### src/rtl/pe_tile_scheduler_pkg.sv
// Shared state encoding and default index widths for the PE tile scheduler.
package pe_sched_pkg;

  localparam int DEF_ROW_BITS  = 8;
  localparam int DEF_COL_BITS  = 8;
  localparam int DEF_ITER_BITS = 6;

  typedef enum logic [2:0] {
    ST_IDLE,
    ST_LOAD,
    ST_RUN,
    ST_RELEASE,
    ST_WB,
    ST_DONE
  } sched_state_t;

endpackage

### src/rtl/pe_tile_scheduler_if.sv
// Scheduler-facing bundle: layer config, IA/W load requests, PE start/finish, OA write-back.
interface pe_tile_scheduler_if #(
  parameter int ROW_BITS  = pe_sched_pkg::DEF_ROW_BITS,
  parameter int COL_BITS  = pe_sched_pkg::DEF_COL_BITS,
  parameter int ITER_BITS = pe_sched_pkg::DEF_ITER_BITS
);

  logic                 cfg_valid;
  logic                 cfg_ready;
  logic [ROW_BITS-1:0]  cfg_rows;
  logic [COL_BITS-1:0]  cfg_cols;
  logic [ITER_BITS-1:0] cfg_w_iters;
  logic                 abort;
  logic                 ia_req;
  logic [ROW_BITS-1:0]  ia_row;
  logic [COL_BITS-1:0]  ia_col;
  logic                 ia_ack;
  logic                 w_req;
  logic [ITER_BITS-1:0] w_iter;
  logic                 w_ack;
  logic                 pe_start;
  logic                 pe_finish;
  logic                 oa_req;
  logic [ROW_BITS-1:0]  oa_row;
  logic [COL_BITS-1:0]  oa_col;
  logic                 oa_ack;
  logic                 busy;
  logic                 done;

  modport master (
    input  cfg_valid, cfg_rows, cfg_cols, cfg_w_iters, abort,
    input  ia_ack, w_ack, pe_finish, oa_ack,
    output cfg_ready, ia_req, ia_row, ia_col, w_req, w_iter,
    output pe_start, oa_req, oa_row, oa_col, busy, done
  );

  modport slave (
    output cfg_valid, cfg_rows, cfg_cols, cfg_w_iters, abort,
    output ia_ack, w_ack, pe_finish, oa_ack,
    input  cfg_ready, ia_req, ia_row, ia_col, w_req, w_iter,
    input  pe_start, oa_req, oa_row, oa_col, busy, done
  );

endinterface

### src/rtl/pe_loop_counter.sv
// Row x column x weight-iteration index counter; inc_tile resets iter and steps col, carrying into row.
module pe_loop_counter #(
  parameter int ROW_BITS  = 8,
  parameter int COL_BITS  = 8,
  parameter int ITER_BITS = 6
) (
  input  logic                 i_clk,
  input  logic                 i_rst,
  input  logic [ROW_BITS-1:0]  rows,
  input  logic [COL_BITS-1:0]  cols,
  input  logic [ITER_BITS-1:0] w_iters,
  input  logic                 clear,
  input  logic                 inc_iter,
  input  logic                 inc_tile,
  output logic [ROW_BITS-1:0]  row,
  output logic [COL_BITS-1:0]  col,
  output logic [ITER_BITS-1:0] iter,
  output logic                 last_iter,
  output logic                 last_tile
);

  logic last_col;

  // Counts are nonzero whenever these are consulted, so count-1 never underflows.
  assign last_iter = (iter == w_iters - ITER_BITS'(1));
  assign last_col  = (col == cols - COL_BITS'(1));
  assign last_tile = last_col && (row == rows - ROW_BITS'(1));

  always_ff @(posedge i_clk) begin
    if (i_rst || clear) begin
      row  <= '0;
      col  <= '0;
      iter <= '0;
    end else if (inc_tile) begin
      iter <= '0;
      if (last_col) begin
        col <= '0;
        row <= row + ROW_BITS'(1);
      end else begin
        col <= col + COL_BITS'(1);
      end
    end else if (inc_iter) begin
      iter <= iter + ITER_BITS'(1);
    end
  end

endmodule

### src/rtl/pe_tile_scheduler.sv
// Walks rows x cols x w_iters for one PE: load IA/W, run PE start/finish, write back OA per tile.
// Requests hold until acked; each ack/finish edge advances the FSM on the following cycle.
module pe_tile_scheduler
  import pe_sched_pkg::*;
#(
  parameter int ROW_BITS  = DEF_ROW_BITS,
  parameter int COL_BITS  = DEF_COL_BITS,
  parameter int ITER_BITS = DEF_ITER_BITS
) (
  input  logic                 i_clk,
  input  logic                 i_rst,
  pe_tile_scheduler_if.master  bus
);

  sched_state_t         state, nxt_state;
  logic [ROW_BITS-1:0]  rows_q;
  logic [COL_BITS-1:0]  cols_q;
  logic [ITER_BITS-1:0] iters_q;
  logic [ROW_BITS-1:0]  row;
  logic [COL_BITS-1:0]  col;
  logic [ITER_BITS-1:0] iter;
  logic                 last_iter, last_tile;
  logic                 got_ia, got_w;
  logic                 need_ia, ia_ok, w_ok;
  logic                 cfg_take, cfg_zero;
  logic                 inc_iter, inc_tile;
  logic                 ia_req_c, w_req_c, pe_start_c, oa_req_c, done_c, busy_c, cfg_ready_c;

  assign cfg_take = (state == ST_IDLE) && bus.cfg_valid;
  assign cfg_zero = (bus.cfg_rows == '0) || (bus.cfg_cols == '0) || (bus.cfg_w_iters == '0);
  assign need_ia  = (iter == '0);
  assign ia_ok    = !need_ia || got_ia || bus.ia_ack;
  assign w_ok     = got_w || bus.w_ack;

  pe_loop_counter #(
    .ROW_BITS (ROW_BITS),
    .COL_BITS (COL_BITS),
    .ITER_BITS(ITER_BITS)
  ) u_cnt (
    .i_clk    (i_clk),
    .i_rst    (i_rst),
    .rows     (rows_q),
    .cols     (cols_q),
    .w_iters  (iters_q),
    .clear    (cfg_take),
    .inc_iter (inc_iter),
    .inc_tile (inc_tile),
    .row      (row),
    .col      (col),
    .iter     (iter),
    .last_iter(last_iter),
    .last_tile(last_tile)
  );

  always_ff @(posedge i_clk) begin
    if (i_rst) begin
      state <= ST_IDLE;
    end else begin
      state <= nxt_state;
    end
  end

  always_ff @(posedge i_clk) begin
    if (i_rst) begin
      rows_q  <= '0;
      cols_q  <= '0;
      iters_q <= '0;
    end else if (cfg_take) begin
      rows_q  <= bus.cfg_rows;
      cols_q  <= bus.cfg_cols;
      iters_q <= bus.cfg_w_iters;
    end
  end

  // Flags live only within one LOAD visit, so leaving LOAD clears them for the next step.
  always_ff @(posedge i_clk) begin
    if (i_rst || state != ST_LOAD) begin
      got_ia <= 1'b0;
      got_w  <= 1'b0;
    end else begin
      if (ia_req_c && bus.ia_ack) got_ia <= 1'b1;
      if (w_req_c && bus.w_ack)   got_w  <= 1'b1;
    end
  end

  always_comb begin
    nxt_state = state;
    inc_iter  = 1'b0;
    inc_tile  = 1'b0;
    case (state)
      ST_IDLE:    if (bus.cfg_valid) nxt_state = cfg_zero ? ST_DONE : ST_LOAD;
      ST_LOAD:    if (ia_ok && w_ok) nxt_state = ST_RUN;
      ST_RUN:     if (bus.pe_finish) nxt_state = ST_RELEASE;
      ST_RELEASE: begin
        if (!bus.pe_finish) begin
          if (last_iter) begin
            nxt_state = ST_WB;
          end else begin
            nxt_state = ST_LOAD;
            inc_iter  = 1'b1;
          end
        end
      end
      ST_WB: begin
        if (bus.oa_ack) begin
          if (last_tile) begin
            nxt_state = ST_DONE;
          end else begin
            nxt_state = ST_LOAD;
            inc_tile  = 1'b1;
          end
        end
      end
      ST_DONE:    nxt_state = ST_IDLE;
      default:    nxt_state = ST_IDLE;
    endcase
    // DONE is left alone so an abort there cannot stretch the done pulse.
    if (bus.abort && state != ST_IDLE && state != ST_DONE) begin
      nxt_state = ST_DONE;
      inc_iter  = 1'b0;
      inc_tile  = 1'b0;
    end
  end

  always_comb begin
    ia_req_c    = 1'b0;
    w_req_c     = 1'b0;
    pe_start_c  = 1'b0;
    oa_req_c    = 1'b0;
    done_c      = 1'b0;
    busy_c      = (state != ST_IDLE);
    cfg_ready_c = (state == ST_IDLE) && !i_rst;
    case (state)
      ST_LOAD: begin
        ia_req_c = need_ia && !got_ia;
        w_req_c  = !got_w;
      end
      ST_RUN:  pe_start_c = 1'b1;
      ST_WB:   oa_req_c   = 1'b1;
      ST_DONE: done_c     = 1'b1;
      default: ;
    endcase
  end

  assign bus.cfg_ready = cfg_ready_c;
  assign bus.ia_req    = ia_req_c;
  assign bus.w_req     = w_req_c;
  assign bus.pe_start  = pe_start_c;
  assign bus.oa_req    = oa_req_c;
  assign bus.done      = done_c;
  assign bus.busy      = busy_c;
  assign bus.ia_row    = row;
  assign bus.ia_col    = col;
  assign bus.oa_row    = row;
  assign bus.oa_col    = col;
  assign bus.w_iter    = iter;

endmodule

### src/flat_wrapper.sv
// flat-port wrapper written by rule: the top's interface ports become plain ports
module pe_tile_scheduler_flat import pe_sched_pkg::*;
#(
  parameter int ROW_BITS  = DEF_ROW_BITS,
  parameter int COL_BITS  = DEF_COL_BITS,
  parameter int ITER_BITS = DEF_ITER_BITS
)
  (i_clk, i_rst, bus_cfg_valid, bus_cfg_rows, bus_cfg_cols, bus_cfg_w_iters, bus_abort, bus_ia_ack, bus_w_ack, bus_pe_finish, bus_oa_ack, bus_cfg_ready, bus_ia_req, bus_ia_row, bus_ia_col, bus_w_req, bus_w_iter, bus_pe_start, bus_oa_req, bus_oa_row, bus_oa_col, bus_busy, bus_done);
  pe_tile_scheduler_if #(.ROW_BITS(ROW_BITS), .COL_BITS(COL_BITS), .ITER_BITS(ITER_BITS)) bus_i ();
  input  logic i_clk;
  input  logic i_rst;
  input wire logic [$bits(bus_i.cfg_valid)-1:0] bus_cfg_valid;
  input wire logic [$bits(bus_i.cfg_rows)-1:0] bus_cfg_rows;
  input wire logic [$bits(bus_i.cfg_cols)-1:0] bus_cfg_cols;
  input wire logic [$bits(bus_i.cfg_w_iters)-1:0] bus_cfg_w_iters;
  input wire logic [$bits(bus_i.abort)-1:0] bus_abort;
  input wire logic [$bits(bus_i.ia_ack)-1:0] bus_ia_ack;
  input wire logic [$bits(bus_i.w_ack)-1:0] bus_w_ack;
  input wire logic [$bits(bus_i.pe_finish)-1:0] bus_pe_finish;
  input wire logic [$bits(bus_i.oa_ack)-1:0] bus_oa_ack;
  output wire logic [$bits(bus_i.cfg_ready)-1:0] bus_cfg_ready;
  output wire logic [$bits(bus_i.ia_req)-1:0] bus_ia_req;
  output wire logic [$bits(bus_i.ia_row)-1:0] bus_ia_row;
  output wire logic [$bits(bus_i.ia_col)-1:0] bus_ia_col;
  output wire logic [$bits(bus_i.w_req)-1:0] bus_w_req;
  output wire logic [$bits(bus_i.w_iter)-1:0] bus_w_iter;
  output wire logic [$bits(bus_i.pe_start)-1:0] bus_pe_start;
  output wire logic [$bits(bus_i.oa_req)-1:0] bus_oa_req;
  output wire logic [$bits(bus_i.oa_row)-1:0] bus_oa_row;
  output wire logic [$bits(bus_i.oa_col)-1:0] bus_oa_col;
  output wire logic [$bits(bus_i.busy)-1:0] bus_busy;
  output wire logic [$bits(bus_i.done)-1:0] bus_done;
  assign bus_i.cfg_valid = bus_cfg_valid;
  assign bus_i.cfg_rows = bus_cfg_rows;
  assign bus_i.cfg_cols = bus_cfg_cols;
  assign bus_i.cfg_w_iters = bus_cfg_w_iters;
  assign bus_i.abort = bus_abort;
  assign bus_i.ia_ack = bus_ia_ack;
  assign bus_i.w_ack = bus_w_ack;
  assign bus_i.pe_finish = bus_pe_finish;
  assign bus_i.oa_ack = bus_oa_ack;
  assign bus_cfg_ready = bus_i.cfg_ready;
  assign bus_ia_req = bus_i.ia_req;
  assign bus_ia_row = bus_i.ia_row;
  assign bus_ia_col = bus_i.ia_col;
  assign bus_w_req = bus_i.w_req;
  assign bus_w_iter = bus_i.w_iter;
  assign bus_pe_start = bus_i.pe_start;
  assign bus_oa_req = bus_i.oa_req;
  assign bus_oa_row = bus_i.oa_row;
  assign bus_oa_col = bus_i.oa_col;
  assign bus_busy = bus_i.busy;
  assign bus_done = bus_i.done;
  pe_tile_scheduler #(.ROW_BITS(ROW_BITS), .COL_BITS(COL_BITS), .ITER_BITS(ITER_BITS)) u_core (.i_clk(i_clk), .i_rst(i_rst), .bus(bus_i));
endmodule
### config.mk
export PLATFORM = sky130hd
export DESIGN_NAME = pe_tile_scheduler_flat
export DESIGN_NICKNAME = d
export VERILOG_FILES = /design/src/rtl/pe_tile_scheduler_pkg.sv /design/src/rtl/pe_tile_scheduler_if.sv /design/src/rtl/pe_loop_counter.sv /design/src/rtl/pe_tile_scheduler.sv /design/src/flat_wrapper.sv
export SDC_FILE = /design/constraint.sdc
export NUM_CORES = 1
export LEC_CHECK = 0
export CAP_MARGIN = 20
export CORE_ASPECT_RATIO = 0.75
export CORE_MARGIN = 2
export CORE_UTILIZATION = 54
export DETAILED_ROUTE_END_ITERATION = 12
export PLACE_DENSITY = 0.86
export SYNTH_ARGS = -nofsm -noshare
export SYNTH_HDL_FRONTEND = slang
export SYNTH_SLANG_ARGS = --single-unit
### constraint.sdc
create_clock -name i_clk -period 7.85 [get_ports i_clk]
set_input_delay 0.785 -clock i_clk [delete_from_list [all_inputs] [get_ports i_clk]]
set_output_delay 0.785 -clock i_clk [all_outputs]
set_load 0.05 [all_outputs]
## Word-level counts from Yosys, hierarchy flattened

Index checks and enable logic that the tools add are counted.

| word-level totals | value |
|---|---|
| input port bits | 30 |
| logic and storage cells | 91 |
| memories | 0 |
| output and inout bits | 45 |
| bits in registers | 49 |
| bits in writable memories | 0 |
| bits in read-only memories | 0 |
| bits in latches | 0 |

| operators by class | value |
|---|---|
| mux-type cells | 24 |
| $lt $le $gt $ge | 0 |
| bitwise logic cells | 0 |
| $mul | 0 |
| eq/ne operators | 20 |
| add/sub/neg operators | 6 |
| reductions and logical operators | 31 |
| shift operators | 0 |
| divide/modulo/power cells | 0 |

Operator list:

| cell | count |
|---|---|
| 3-bit two-way mux | 9 |
| 8-bit by 1-bit adder with 8-bit output, second input constant | 2 |
| 8-bit equality test | 2 |
| 8-bit zero test | 2 |
| 8-bit by 1-bit subtractor with 8-bit output, second input constant | 2 |
| 3-bit case mux with 5 select lines | 1 |
| 1-bit two-way mux | 13 |
| 6-bit zero test | 2 |
| 5-bit AND reduction | 2 |
| 1-bit logical AND | 9 |
| 3-bit by 2-bit inequality test with 1-bit output, second input constant | 3 |
| 8-bit two-way mux | 1 |
| 2-bit inequality test, second input constant | 4 |
| 1-bit logical OR | 7 |
| 6-bit by 1-bit adder with 6-bit output, second input constant | 1 |
| 3-bit by 2-bit equality test with 1-bit output, second input constant | 2 |
| 3-bit equality test, second input constant | 2 |
| 6-bit equality test | 1 |
| 3-bit by 1-bit inequality test with 1-bit output, second input constant | 2 |
| 3-bit inequality test, second input constant | 2 |
| 6-bit by 1-bit subtractor with 6-bit output, second input constant | 1 |
| 1-bit zero test | 4 |
| 2-bit OR reduction | 2 |
| 3-bit by 1-bit equality test with 1-bit output, second input constant | 1 |
| 4 further kinds | 4 |

## Logic depth before layout (Yosys ltp)

| depth | value |
|---|---|
| depth after elaboration | 8 |
| depth in mapped cells | 12 |
| depth with buffers taken out | 9 |

## By module

From an unflattened synthesis, not the netlist that was laid out.

| unflattened totals | value |
|---|---|
| cells, all modules | 394 |
| area, all modules | 3,184.3 um2 |

Modules (own cells, without submodules):

| module | instances | area each (um2) | cells an instance | seq. area each (um2) |
|---|---|---|---|---|
| pe_loop_counter | 1 | 1,813.0 | 213 | 440.4 |
| pe_tile_scheduler | 1 | 1,371.3 | 181 | 540.5 |

## Least setup slack after synthesis

OpenSTA, ideal clock, no wires.

| timing | value |
|---|---|
| kind | reg-to-reg |
| start | reg u_core.cols_q[0] |
| end | reg u_core.u_cnt.row[3] |
| path buffers | 3 |
| data arrival time | 2.589 ns |
| setup time | 0.072 ns |
| data required time | 7.778 ns |
| period minus slack after synthesis | 2.660 ns |
| cell stages (with the launch flop) | 13 |
| path slack | 5.190 ns |
| cells stage by stage | dfxtp_1 > clkbuf_1 > inv_1 > ha_1 > clkbuf_1 > nor2b_1 > or3_1 > a31o_2 > a211oi_2 > and3_1 > buf_2 > and4_1 > mux2i_1 |

| on the way | value |
|---|---|
| longest elaborated chain between the ends | 8 |

Ends and longest elaborated chain:

| what | RTL line | source |
|---|---|---|
| start, declared | pe_tile_scheduler.sv:17 | `logic [COL_BITS-1:0] cols_q;` |
| start signal, assigned | pe_tile_scheduler.sv:70 | `cols_q <= bus.cfg_cols;` |
| 8-bit by 1-bit subtractor with 8-bit output (*) | pe_loop_counter.sv:26 | `assign last_col = (col == cols - COL_BITS'(1));` |
| 8-bit equality test (*) | pe_loop_counter.sv:26 |  |
| 1-bit logical AND | pe_loop_counter.sv:27 | `assign last_tile = last_col && (row == rows - ROW_BITS'(1));` |
| 1-bit two-way mux | pe_tile_scheduler.sv:106 | `if (last_tile) begin` |
| 1-bit two-way mux | pe_tile_scheduler.sv:105 | `if (bus.oa_ack) begin` |
| 1-bit two-way mux | pe_tile_scheduler.sv:90 | `case (state)` |
| 1-bit two-way mux | pe_tile_scheduler.sv:118 | `if (bus.abort && state != ST_IDLE && state != ST_DONE) begin` |
| 2-bit AND reduction (no line) (*) | - |  |
| end signal, assigned | pe_loop_counter.sv:38 | `row <= row + ROW_BITS'(1);` |
| end, declared | pe_loop_counter.sv:15 | `output logic [ROW_BITS-1:0] row,` |

Every way passes the cells marked *; elsewhere a longest branch is shown, timed or not.
A chain may end at the register's enable or synchronous reset.

## Worst setup path in the final report

| timing | value |
|---|---|
| start | reg u_core.cols_q[0] |
| end | reg u_core.u_cnt.col[1] |

| on the way | value |
|---|---|
| longest elaborated chain between the ends | 7 |
| elaborated cells between the ends (all ways) | 8 |
| classes of those cells | add/sub: 1; eq/ne: 1; mux: 5; reduce/logical: 1 |

Ends and longest elaborated chain:

| what | RTL line | source |
|---|---|---|
| 8-bit by 1-bit subtractor with 8-bit output (*) | pe_loop_counter.sv:26 |  |
| 8-bit equality test (*) | pe_loop_counter.sv:26 |  |
| 1-bit logical AND | pe_loop_counter.sv:27 |  |
| 1-bit two-way mux | pe_tile_scheduler.sv:106 |  |
| 1-bit two-way mux | pe_tile_scheduler.sv:105 |  |
| 1-bit two-way mux | pe_tile_scheduler.sv:90 |  |
| 1-bit two-way mux | pe_tile_scheduler.sv:118 |  |
| end signal, assigned | pe_loop_counter.sv:40 | `col <= col + COL_BITS'(1);` |
| end, declared | pe_loop_counter.sv:16 | `output logic [COL_BITS-1:0] col,` |

Marks and branches as above.

==> impl_results.md <==
* Post-CTS Resized at 0
* Number of port buffers at 74
* RSZ-0062 raised after global routing: no
* Syn Nets at ~440
* Top_reg_cell synth: dfxtp_1
* Max H-tree Level at 2
* Post-route DRC at 0
* Max rail drop VDD at 0.000117 V
* Max-slew violations at 0
* Reg clk slew, reported paths at about 100 ps
* Overflow after GRT at 0
* Total GRT Usage at 0.256
* Remaining antenna violation count at 0
* Worst Hold End: u_core.iters_q[5]
* Synthesized area at 3190 um2
* Post-Place Cells at between 500 and 600
* Vias at a little over 3000
* Core footprint at ~5800 um2
* CTS Buf Count at 5
* Status: finished, final reports clean
* Cells after Synth at 406
* Sw Pwr at 0.287 mW
* Synth Register Bits at between 40 and 50
* Row count at 24
* Setup TNS at 0 ps
* Max-Cap Viols at 0
* Crit path max fanout at 12
* Antenna violations before repair at 0
* Final Hold Fails at 0
* Pwr Density at about 200 nW/um2
* Synth cell types at 62
* Worst Skew at 2.96 ps
* Vias in the first global route at 2950
* Final setup fails at 0
* Worst-Margin Slew at between 800 and 900 ps
* Synth area leader: dfxtp_1
* Max transition margin at 0.457
* Cts hold-fix bufs at 0
* Critical path type: reg2reg
* Die ar. at ~6500 um2
* Data arrival, critical path at 3490 ps
* Synth cell count leaders: nand2_1, dfxtp_1, a21oi_1, nor2_1, xnor2_1
* Placed cell areas at ~3800 um2
* DR WL/cell at 15.3 um
* Crit path max-delay family: simple AND/OR/NAND/NOR gates
* Starting Density at 0.553
* Finished Cell Area at roughly 3900 um2
* CP most frequent cell: nor2b_1
* Total clock sinks at 49
* Antenna cell count at 0
* Largest net degree at the start of global routing at 36
* Root buf cell: clkbuf_8
* Share of layout cells above drive strength 1 at 0.0571
* Number of synthesized flops with an enable pin at 0
* Setup Buffers After CTS at 0
* Seq pwr share at 0.392
* Clock Path Buffers at 2
* Sequential area share after synthesis at 0.308
* Die Ht at 70.5 um
* Global-route wire length before repair at between 10000 and 15000 um
* CP max-delay cell: nor2b_1
* Cell count of the worst reg-to-reg path at 9
* Slowest stage delay, CP at approximately 700 ps
* Ys Warns at 0
* Critical path endpoint category: register
* Iter 0 DRT Violations at 249
* Die W at around 93 um
* HP Class: reg2reg
* Fill cells at approximately 470
* Worst r2r src: u_core.cols_q[0]
* Internal power at 0.486 mW
* DP HPWL at about 5800 um
* Clock power frac at 0.254
* Switching share of power at 0.371
* Combinational share of power at 0.354
* Area contributors post-synth: dfxtp_1, nand2_1, xnor2_1
* CP Cell Sequence: inv_1, ha_1, nor2b_1, or3_1, a31o_2, a211oi_2, nor2b_1, o21ai_2, o22ai_1
* Clk_lat worst skew at roughly 310 ps
* Initial DRT Pass Iterations at 4
* CTS tree: done
* Total Nets Final at 491
* Reg-to-Reg End: u_core.u_cnt.col[1]
* Vias/cell at 5.77
* Req. time, crit path at between 8000 and 9000 ps
* Period utilization at 0.415
* Startpoint types: register
* Bufs and invs on worst path at 1
* Asr flop ratio synth at 0
* WHS Path Cells at 2
* Count leader, synth: nand2_1
* Worst R2R Setup Slack at around 4600 ps
* Mapped Avg Cell Area at approximately 7.8 um2
* Post-route insts no fill at 533
* Leak at 1.37 nW
* Gp weighted congestion at slightly below 0.9
* Hold Startpoint: u_core.iters_q[5]
* Top-area cell type share of the netlist area at 0.308
* Final WL at between 8000 and 9000 um
* Min Tclk post-route at roughly 3300 ps
* Fmax at 307 MHz
* IO Count at 75
* Synthesis-to-finish area growth at 22.3%
[through the flow]
step                hold slack, ps   util  total power [mW]  setup slack (ps)
floorplan                      445      -             0.510              5190
CTS                            491  0.676             0.769              4670
global placement               457  0.655             0.566              4670
detailed placement             461  0.655             0.577              4670
finish                         494  0.676             0.773              4600
global route                   520  0.676             0.817              4380
[power groups by stage]
stage	logic, mW	clock network [mW]	registers [mW]
global placement	0.261	0	0.305
CTS	0.273	0.194	0.302
global route	0.300	0.209	0.307
floorplan	0.218	0	0.292
finish	0.274	0.197	0.303
detailed placement	0.270	0	0.307
[worst reg2reg max path: stages, from the launching register on]
cell      delay (ps)
dfxtp_1          480
inv_1             80
ha_1             300
nor2b_1          190
or3_1            360
a31o_2           250
a211oi_2         330
nor2b_1          700
o21ai_2          250
o22ai_1          230
[registers in the layout, indices dropped and copies added (netlist names)]
register           flops
u_core.iters_q         6
u_core.state           3
u_core.got_ia          1
u_core.u_cnt.row       8
u_core.u_cnt.iter      6
u_core.u_cnt.col       8
u_core.rows_q          8
u_core.got_w           1
u_core.cols_q          8
[worst max-delay path by stage]
stage | start | end | cells past startpoint
after CTS | u_core.cols_q[0] | u_core.u_cnt.col[1] | 9
after detailed placement | i_rst | bus_cfg_ready | 4
after floorplan | u_core.cols_q[0] | u_core.u_cnt.row[3] | 12
final | u_core.cols_q[0] | u_core.u_cnt.col[1] | 9
after global placement | i_rst | bus_cfg_ready | 4
after global routing | u_core.cols_q[0] | u_core.u_cnt.col[1] | 9
[routing by layer]
layer / share of wire / global-route usage / vias up
met5: 0 / 0 / -
met4: 0.0083 / 0.0637 / 0
met3: 0.061 / 0.0660 / 7
met2: 0.48 / 0.418 / 114
met1: 0.45 / 0.342 / 1448
li1: - / - / 1508
[cell families (layout without fill, tap and decap cells)]
group                      after synthesis  after routing  share of synthesized area
adders and majority gates                7              7                     0.0275
buffers and inverters                   50             99                     0.0997
AOI/OAI and AO/OA                       84             84                      0.173
DFF                                     49             49                      0.308
muxes                                    9              9                     0.0283
xor gates and xnor gates                28             28                     0.0813
and+or+nand+nor                        179            179                      0.282
[cell usage in the layout (no fill, tap or decap), types with 8 or more instances in the layout]
master           instances
inv_1                   15
or3_1                   11
mux2i_1                  9
o21ai_0                 13
clkdlybuf4s50_1         74
a21oi_1                 36
nand3_1                  9
nand2_1                 65
xnor2_1                 23
nor3_1                  11
dfxtp_1                 49
nor2b_1                  8
nor2_1                  29
[cell type report]
| type | instances | area, um2 | share of cell area |
|---|---|---|---|
| Timing Repair Buffer | 76 | 756 | 0.194 |
| Inverter | 15 | 56.3 | 0.0144 |
| Clock inverter | 2 | 37.5 | 0.00963 |
| Multi-Input combinational cell | 307 | 1890 | 0.484 |
| Sequential cell | 49 | 981 | 0.252 |
| Tap cell | 78 | 97.6 | 0.0250 |
| Clock buffer | 6 | 82.6 | 0.0212 |
No activity file was read; power rests on OpenSTA's default activity.
